### config.mk
export PLATFORM = sky130hd
export DESIGN_NAME = trig_arbiter
export DESIGN_NICKNAME = d
export VERILOG_FILES = /design/src/rtl/trig_pkg.sv /design/src/rtl/trig_arbiter_rr_picker.sv /design/src/rtl/trig_arbiter.sv
export SDC_FILE = /design/constraint.sdc
export NUM_CORES = 1
export LEC_CHECK = 0
export ABC_AREA = 1
export CAP_MARGIN = 30
export CORE_ASPECT_RATIO = 1.1
export CORE_MARGIN = 2
export CORE_UTILIZATION = 50
export DETAILED_ROUTE_END_ITERATION = 8
export PLACE_DENSITY = 0.9
export REMOVE_ABC_BUFFERS = 1
export SETUP_SLACK_MARGIN = 0.3
export SKIP_LAST_GASP = 1
export SLEW_MARGIN = 25
export SYNTH_ARGS = -nofsm -noshare
export SYNTH_HDL_FRONTEND = slang
export SYNTH_SLANG_ARGS = --single-unit
### constraint.sdc
create_clock -name clk_100mhz -period 7.7 [get_ports clk_100mhz]
set_input_delay 1.155 -clock clk_100mhz [delete_from_list [all_inputs] [get_ports clk_100mhz]]
set_output_delay 1.155 -clock clk_100mhz [all_outputs]
set_load 0.02 [all_outputs]
### src/rtl/trig_pkg.sv
// trig_pkg: shared FSM state type, function-select codes and default widths for trig_arbiter.
package trig_pkg;
  typedef enum logic [1:0] {IDLE, BUSY, RESP} trig_state_e;
  localparam logic TRIG_SINE = 1'b0;
  localparam logic TRIG_COSINE = 1'b1;
  localparam int TRIG_ANGLE_W = 9;
  localparam int TRIG_AMP_W = 32;
endpackage

### src/rtl/trig_arbiter_rr_picker.sv
// rr_picker: picks the first set request at or after the pointer, wrapping past N-1 to 0.
module rr_picker #(
  parameter int N = 12,
  parameter int IW = 4
) (
  input  logic [N-1:0]  i_req,
  input  logic [IW-1:0] i_ptr,
  output logic [N-1:0]  o_grant,
  output logic [IW-1:0] o_idx,
  output logic          o_any
);
  // Scan farthest offset first so the nearest hit from the pointer overwrites the rest.
  always_comb begin
    o_idx = '0;
    o_any = 1'b0;
    for (int k = N - 1; k >= 0; k--)
      if (i_req[(int'(i_ptr) + k) % N]) begin
        o_idx = IW'((int'(i_ptr) + k) % N);
        o_any = 1'b1;
      end
  end
  assign o_grant = o_any ? N'(1) << o_idx : '0;
endmodule

### src/rtl/trig_arbiter.sv
// trig_arbiter: round-robin front end sharing one sine/cosine core among N_REQ requesters.
// Define TRIG_ARB_TIMEOUT_EN to add a BUSY watchdog that answers with rsp_err after TIMEOUT_CYCLES.
module trig_arbiter
  import trig_pkg::*;
#(
  parameter int N_REQ = 12,
  parameter int ANGLE_W = TRIG_ANGLE_W,
  parameter int AMP_W = TRIG_AMP_W,
  parameter int TIMEOUT_CYCLES = 1024
) (
  input  logic                          clk_100mhz,
  input  logic                          rst_n_in,
  input  logic [N_REQ-1:0]              req_valid,
  input  logic [N_REQ-1:0]              req_func,
  input  logic [N_REQ-1:0][ANGLE_W-1:0] req_angle,
  output logic [N_REQ-1:0]              req_ready,
  output logic [N_REQ-1:0]              rsp_valid,
  output logic [AMP_W-1:0]              rsp_data,
  output logic                          rsp_err,
  output logic                          core_start,
  output logic                          core_func,
  output logic [ANGLE_W-1:0]            core_value,
  input  logic [AMP_W-1:0]              core_amp,
  input  logic                          core_done
);
  localparam int IW = N_REQ > 1 ? $clog2(N_REQ) : 1;
  trig_state_e r_state, w_next;
  logic [IW-1:0] r_ptr, r_id, w_idx;
  logic [N_REQ-1:0] w_grant;
  logic w_any, w_timeout, w_done;
  logic r_func;
  logic [ANGLE_W-1:0] r_angle;
  logic [AMP_W-1:0] r_data;
  rr_picker #(.N(N_REQ), .IW(IW)) u_pick (
    .i_req(req_valid),
    .i_ptr(r_ptr),
    .o_grant(w_grant),
    .o_idx(w_idx),
    .o_any(w_any)
  );
`ifdef TRIG_ARB_TIMEOUT_EN
  localparam int CW = $clog2(TIMEOUT_CYCLES + 1);
  logic [CW-1:0] r_cnt;
  logic r_err;
  // Counter reads 0 in the first BUSY cycle, so the watchdog fires in BUSY cycle TIMEOUT_CYCLES+1.
  assign w_timeout = r_state == BUSY && r_cnt == CW'(TIMEOUT_CYCLES);
  always_ff @(posedge clk_100mhz or negedge rst_n_in)
    if (!rst_n_in) begin
      r_cnt <= '0;
      r_err <= 1'b0;
    end else begin
      r_cnt <= r_state == BUSY ? r_cnt + 1'b1 : '0;
      if (w_done) r_err <= !core_done;
    end
  assign rsp_err = r_state == RESP && r_err;
`else
  assign w_timeout = 1'b0;
  assign rsp_err = 1'b0;
`endif
  assign w_done = r_state == BUSY && (core_done || w_timeout);
  always_comb
    w_next = r_state == IDLE ? (w_any ? BUSY : IDLE) :
             r_state == BUSY ? (w_done ? RESP : BUSY) : IDLE;
  always_ff @(posedge clk_100mhz or negedge rst_n_in)
    if (!rst_n_in) begin
      r_state <= IDLE;
      r_ptr <= '0;
      r_id <= '0;
      r_func <= 1'b0;
      r_angle <= '0;
      r_data <= '0;
    end else begin
      r_state <= w_next;
      if (r_state == IDLE && w_any) begin
        r_id <= w_idx;
        r_func <= req_func[w_idx];
        r_angle <= req_angle[w_idx];
      end
      if (w_done) r_data <= core_done ? core_amp : '0;
      if (r_state == RESP) r_ptr <= r_id == IW'(N_REQ - 1) ? '0 : r_id + 1'b1;
    end
  // Grant is combinational from req_valid, so it is masked while reset is asserted.
  assign req_ready = (rst_n_in && r_state == IDLE) ? w_grant : '0;
  assign rsp_valid = r_state == RESP ? N_REQ'(1) << r_id : '0;
  assign core_start = r_state == BUSY;
  assign core_func = r_func;
  assign core_value = r_angle;
  assign rsp_data = r_data;
endmodule

Yosys cells after proc, flatten, opt, wreduce, memory -nomap -nowiden --
Cells that the tools add are included.
Cells by class: equality and inequality tests 3, multiplexer cells 73, $lt $le $gt $ge 13, add/sub/neg operators 12, reductions and logical operators 4, bitwise operators 0, divide/modulo/power cells 12, shifts and indexed selects 2, multipliers 0
Operators by type and width (number):
- 32-bit by 6-bit less-than comparator with 1-bit output, second input constant | 12
- 32-bit by 5-bit modulo with 32-bit output, second input constant | 11
- 1-bit binary-select mux with 4-bit select | 13
- 4-bit two-way mux | 13
- 1-bit two-way mux | 38
- 9-bit binary-select mux with 4-bit select | 1
- 12-bit two-way mux | 3
- 5-bit by 5-bit modulo with 32-bit output, second input constant | 1
- 32-bit two-way mux | 1
- 1-bit by 4-bit left shift with 12-bit output, first input constant | 2
- 4-bit by 3-bit adder with 5-bit output, second input constant | 4
- 4-bit by 4-bit adder with 5-bit output, second input constant | 4
- 4-bit by 2-bit adder with 5-bit output, second input constant | 2
- 9-bit two-way mux | 1
- 2-bit two-way mux | 3
- 4-bit by 1-bit adder with 5-bit output, second input constant | 1
- 4-bit by 5-bit less-than comparator with 1-bit output, second input constant | 1
- 4-bit by 1-bit adder with 4-bit output, second input constant | 1
- 4-bit == test, second input constant | 1
- 1-bit logical AND | 3
- 2-bit by 1-bit == test with 1-bit output, second input constant | 1
- 2-bit == test, second input constant | 1
- 2-bit zero test | 1
Storage, ports and cells: logic and storage cells 125, memories kept 0, bits in writable memories 0, register bits 52, input port bits 167, bits in latches 0, ROM bits 0, output and inout bits 68

Logic depth before layout (Yosys ltp) --
depth in word-level cells 20, mapped depth 41, gate-level depth less buffers 37

By module --
Synthesis repeated with hierarchy kept, for this count alone.
Second synthesis, totals: cells, all modules 1028, area, all modules 6005.8 um^2
By module, submodules not included:
- trig_arbiter | sequential area each 1301.2 um^2, cells an instance 596, area an instance 3711.1 um^2, instances 1
- rr_picker | sequential area each 0.0 um^2, cells an instance 432, area an instance 2294.7 um^2, instances 1

Worst setup path after synthesis --
Ideal clock, no wire load.
path kind reg2out, start register r_ptr[2], end output port req_ready[5], data required time 6.545 ns, path slack 2.329 ns, path buffers 3, arrival 4.216 ns, cell stages (with the launch flop) 27, cells stage by stage dfrtp_1 -> inv_1 -> ha_1 -> buf_2 -> a21oi_1 -> inv_1 -> ha_1 -> o21ai_0 -> inv_1 -> ha_1 -> nor2_1 -> nand2_1 -> nand2_1 -> nand2_1 -> nand2_1 -> nand3_1 -> nand2_2 -> inv_1 -> a21oi_1 -> nand2_1 -> a21boi_2 -> o21ai_4 -> nand2_2 -> buf_6 -> buf_6 -> inv_1 -> nor4_1
On the way: cells in the longest elaborated chain, start to end 20, elaborated cells on any way between the ends 86, classes of those cells add/sub: 11; div: 12; shift: 1; mux: 62
RTL lines:
- start: declaration | RTL line trig_arbiter.sv:28 | logic [IW-1:0] r_ptr, r_id, w_idx;
- start signal: assignment | RTL line trig_arbiter.sv:80 | if (r_state == RESP) r_ptr <= r_id == IW'(N_REQ - 1) ? '0 : r_id + 1'b1;
- 4-bit by 4-bit adder with 5-bit output | RTL line trig_arbiter_rr_picker.sv:17, trig_arbiter_rr_picker.sv:18
- 32-bit by 5-bit modulo with 32-bit output | RTL line trig_arbiter_rr_picker.sv:17, trig_arbiter_rr_picker.sv:18
- 1-bit binary-select mux with 4-bit select | RTL line trig_arbiter_rr_picker.sv:17 | if (i_req[(int'(i_ptr) + k) % N]) begin
- 1-bit two-way mux (implied by the code) (2 in series) | RTL line trig_arbiter_rr_picker.sv:17
- 4-bit two-way mux (12 in series) | RTL line trig_arbiter_rr_picker.sv:17
- 1-bit by 4-bit left shift with 12-bit output | RTL line trig_arbiter_rr_picker.sv:22 | assign o_grant = o_any ? N'(1) << o_idx : '0;
- 12-bit two-way mux (*) | RTL line trig_arbiter_rr_picker.sv:22
- 12-bit two-way mux (*) | RTL line trig_arbiter.sv:83 | assign req_ready = (rst_n_in && r_state == IDLE) ? w_grant : '0;
- end: declaration | RTL line trig_arbiter.sv:16 | output logic [N_REQ-1:0] req_ready,
Every way passes the cells marked *; elsewhere a longest branch is shown, timed or not. The select of a mux whose other input is x is not followed.

Worst setup path in the final report --
start register r_ptr[3], end output port req_ready[1]
Same word-level chain as after synthesis.

==> metrics <==
status complete, no violations; Die W 111 um; first-pass GRT wire length 34600 um; layout cells sized above 1 4.35%; Final Hold Viols 0; Post-layout nets approximately 1500; # port buffers 233; synth top area cells nand2_1, dfrtp_1, nand3_1; Synth Register Bits 52; worst hold path type reg2reg; Clock transition at path regs approximately 0.07 ns; Finished Layout Cells ~1500; global route hottest layer met2; CTS tree yes; post-synthesis average cell area between 5 and 6 um^2; Routed WL approximately 22000 um; Filler Cells Inserted ~1000; area share of the largest cell type after synthesis around a third; Vias per Instance 5.27; Sinks on Clock Net 52; total number of vias 7839; Final TNS setup 0 ns; gate count after technology mapping about 1100; Die Height approximately 120 um; worst clock skew 0.00521 ns; Slew @ Worst Pin 0.701 ns; Post-synth top cells nand2_1, nand3_1, inv_1; Hold Path Depth 1; largest net degree at the start of global routing 61; CTS max path bufs 2; met1 Track Usage GR 36.1%; worst r2r path cells 30; GRT met2 Usage between 50% and 60%; met3 Resource Use GR 5.94%; EDFF count, synth 0; RSZ-0062 raised after global routing false; Max-slew headroom a little over half; Netlist cell types 40; most common cell in the synthesized netlist nand2_1; Worst EP required between 6 and 7 ns; initial antenna violation count 1; period utilization between 80% and 90%; placed cells between 1000 and 1500; Crit Path Max Fanout 15; # DRC 0; Syn Std Cell Area 0.00626 mm^2; core area 0.0121 mm^2; Global Route Usage Sum 31.4%; crit path kind reg2out; Slowest cell on crit path clkdlybuf4s50_1; Fmax roughly 0.15 GHz; gr ovfl total 0; dpl hpwl between 15000 and 20000 um; Slew Viols, Final 0; vias in the first global route between 7000 and 8000; Yosys warnings 0; Main synth FF type dfrtp_1; CTS buffer count 5; Top Ports roughly 240; Wirelength per Cell 14.6 um; Max Cap Viol 0; gpl congestion ~1.0; CTS HTree Levels 2; most frequent CP cell nand2_1; Tmin final 6.79 ns; clock root buffer clkbuf_16; Area Growth Syn to Fin 40.1%; # rows 42; CP endpoint kind primary output; First-pass DRT Iterations 5; Clock Latency Late Sink around 0.29 ns; Initial Util approximately half; FFs w/ async S/R, synth 100%; final setup violation count 0; Max stage delay on crit path 0.62 ns; dpl cell area approximately 0.0085 mm^2; largest area contributor in the netlist nand2_1; final instance area 0.00878 mm^2; number of routed nets with antenna violations 0; Iteration-0 DRC Markers between 500 and 600; Seq/Total Area, Yosys approximately a fifth; crit path DAT around 5.6 ns; die area about 0.013 mm^2; CP Launch Type flop
## sequential cells by signal, summed over array words and instances, names as in the netlist
register / flops
rsp_data: 32
core_value: 9
r_id: 4
r_ptr: 4
r_state: 2
core_func: 1
## layer usage
layer  wire length [um]  share of wire, %
met1               8240                38
met5                  0                 0
met4               1110               5.1
met3               1520               7.0
met2              10900                50
## critical path: cells and delay by family, from the launching register on
kind / cells / cell delay (ns)
adder cells (fa/ha/maj): 3 / 0.76
AND/OR/NAND/NOR: 29 / 2.94
flip-flops: 1 / 0.58
buffers and inverters: 5 / 1.07
## final cells by class
type	count	area (um^2)	area share [%]
clock inverters	3	21.3	0.242
multi-input cells	919	4270	48.6
diodes	1	2.50	0.0285
inverters	105	400	4.56
repair buffers	249	2460	28.1
clock buffers	5	125	1.43
well taps	154	193	2.20
flip-flops and latches	52	1300	14.8
## path summary, 6_finish.rpt
path,endpoint,startpoint,slack (ns)
setup / recovery,req_ready[1],r_ptr[3]$_DFFE_PN0P_,0.91
hold / removal,r_state[0]$_DFF_PN0_,r_state[1]$_DFF_PN0_,0.47
setup reg to reg,core_value[2]$_DFFE_PN0P_,r_ptr[2]$_DFFE_PN0P_,2.49
hold reg to reg,r_state[0]$_DFF_PN0_,r_state[1]$_DFF_PN0_,0.47
max in group asynchronous,r_ptr[1]$_DFFE_PN0P_,rst_n_in,6.20
min in group asynchronous,rsp_data[20]$_DFFE_PN0P_,rst_n_in,0.98
## logic make-up after synthesis
logic type | after synthesis | synth area share [%]
xor gates and xnor gates | 5 | 0.819
AOI/OAI and AO/OA | 92 | 8.43
DFF | 52 | 20.8
and+or+nand+nor | 782 | 50.9
other | 1 | 0.0599
buffers and inverters | 155 | 11.2
adders and majority gates | 39 | 7.79
## placed cells by master, fill, tap and decap left out, drive strengths merged, types with 6 or more instances in the layout
| master | instances |
|---|---|
| nand2 | 572 |
| a21oi | 28 |
| ha | 39 |
| o21ai | 49 |
| nor4 | 6 |
| nor2 | 62 |
| buf | 17 |
| nand4 | 8 |
| inv | 105 |
| nand3 | 126 |
| clkdlybuf4s50 | 232 |
| dfrtp | 52 |
## timing repair
action / CTS / global route
hold buffers: 0 / 0
endpoints found under the setup margin: 0 / 7
buffers inserted: 0 / 5
resized for setup: 0 / 4
## per-stage QoR
step                hold WS (ns)  setup WS [ns]  util, %
global route               0.493          0.349     72.3
CTS                        0.471          0.632     71.6
global placement           0.461           1.01     70.4
detailed placement         0.464          0.973     70.4
floorplan                  0.452           1.33        -
finish                     0.475          0.915     72.3
Power is not shown: default switching activity piles up to over one toggle a cycle in this logic, so the estimate is an artifact.
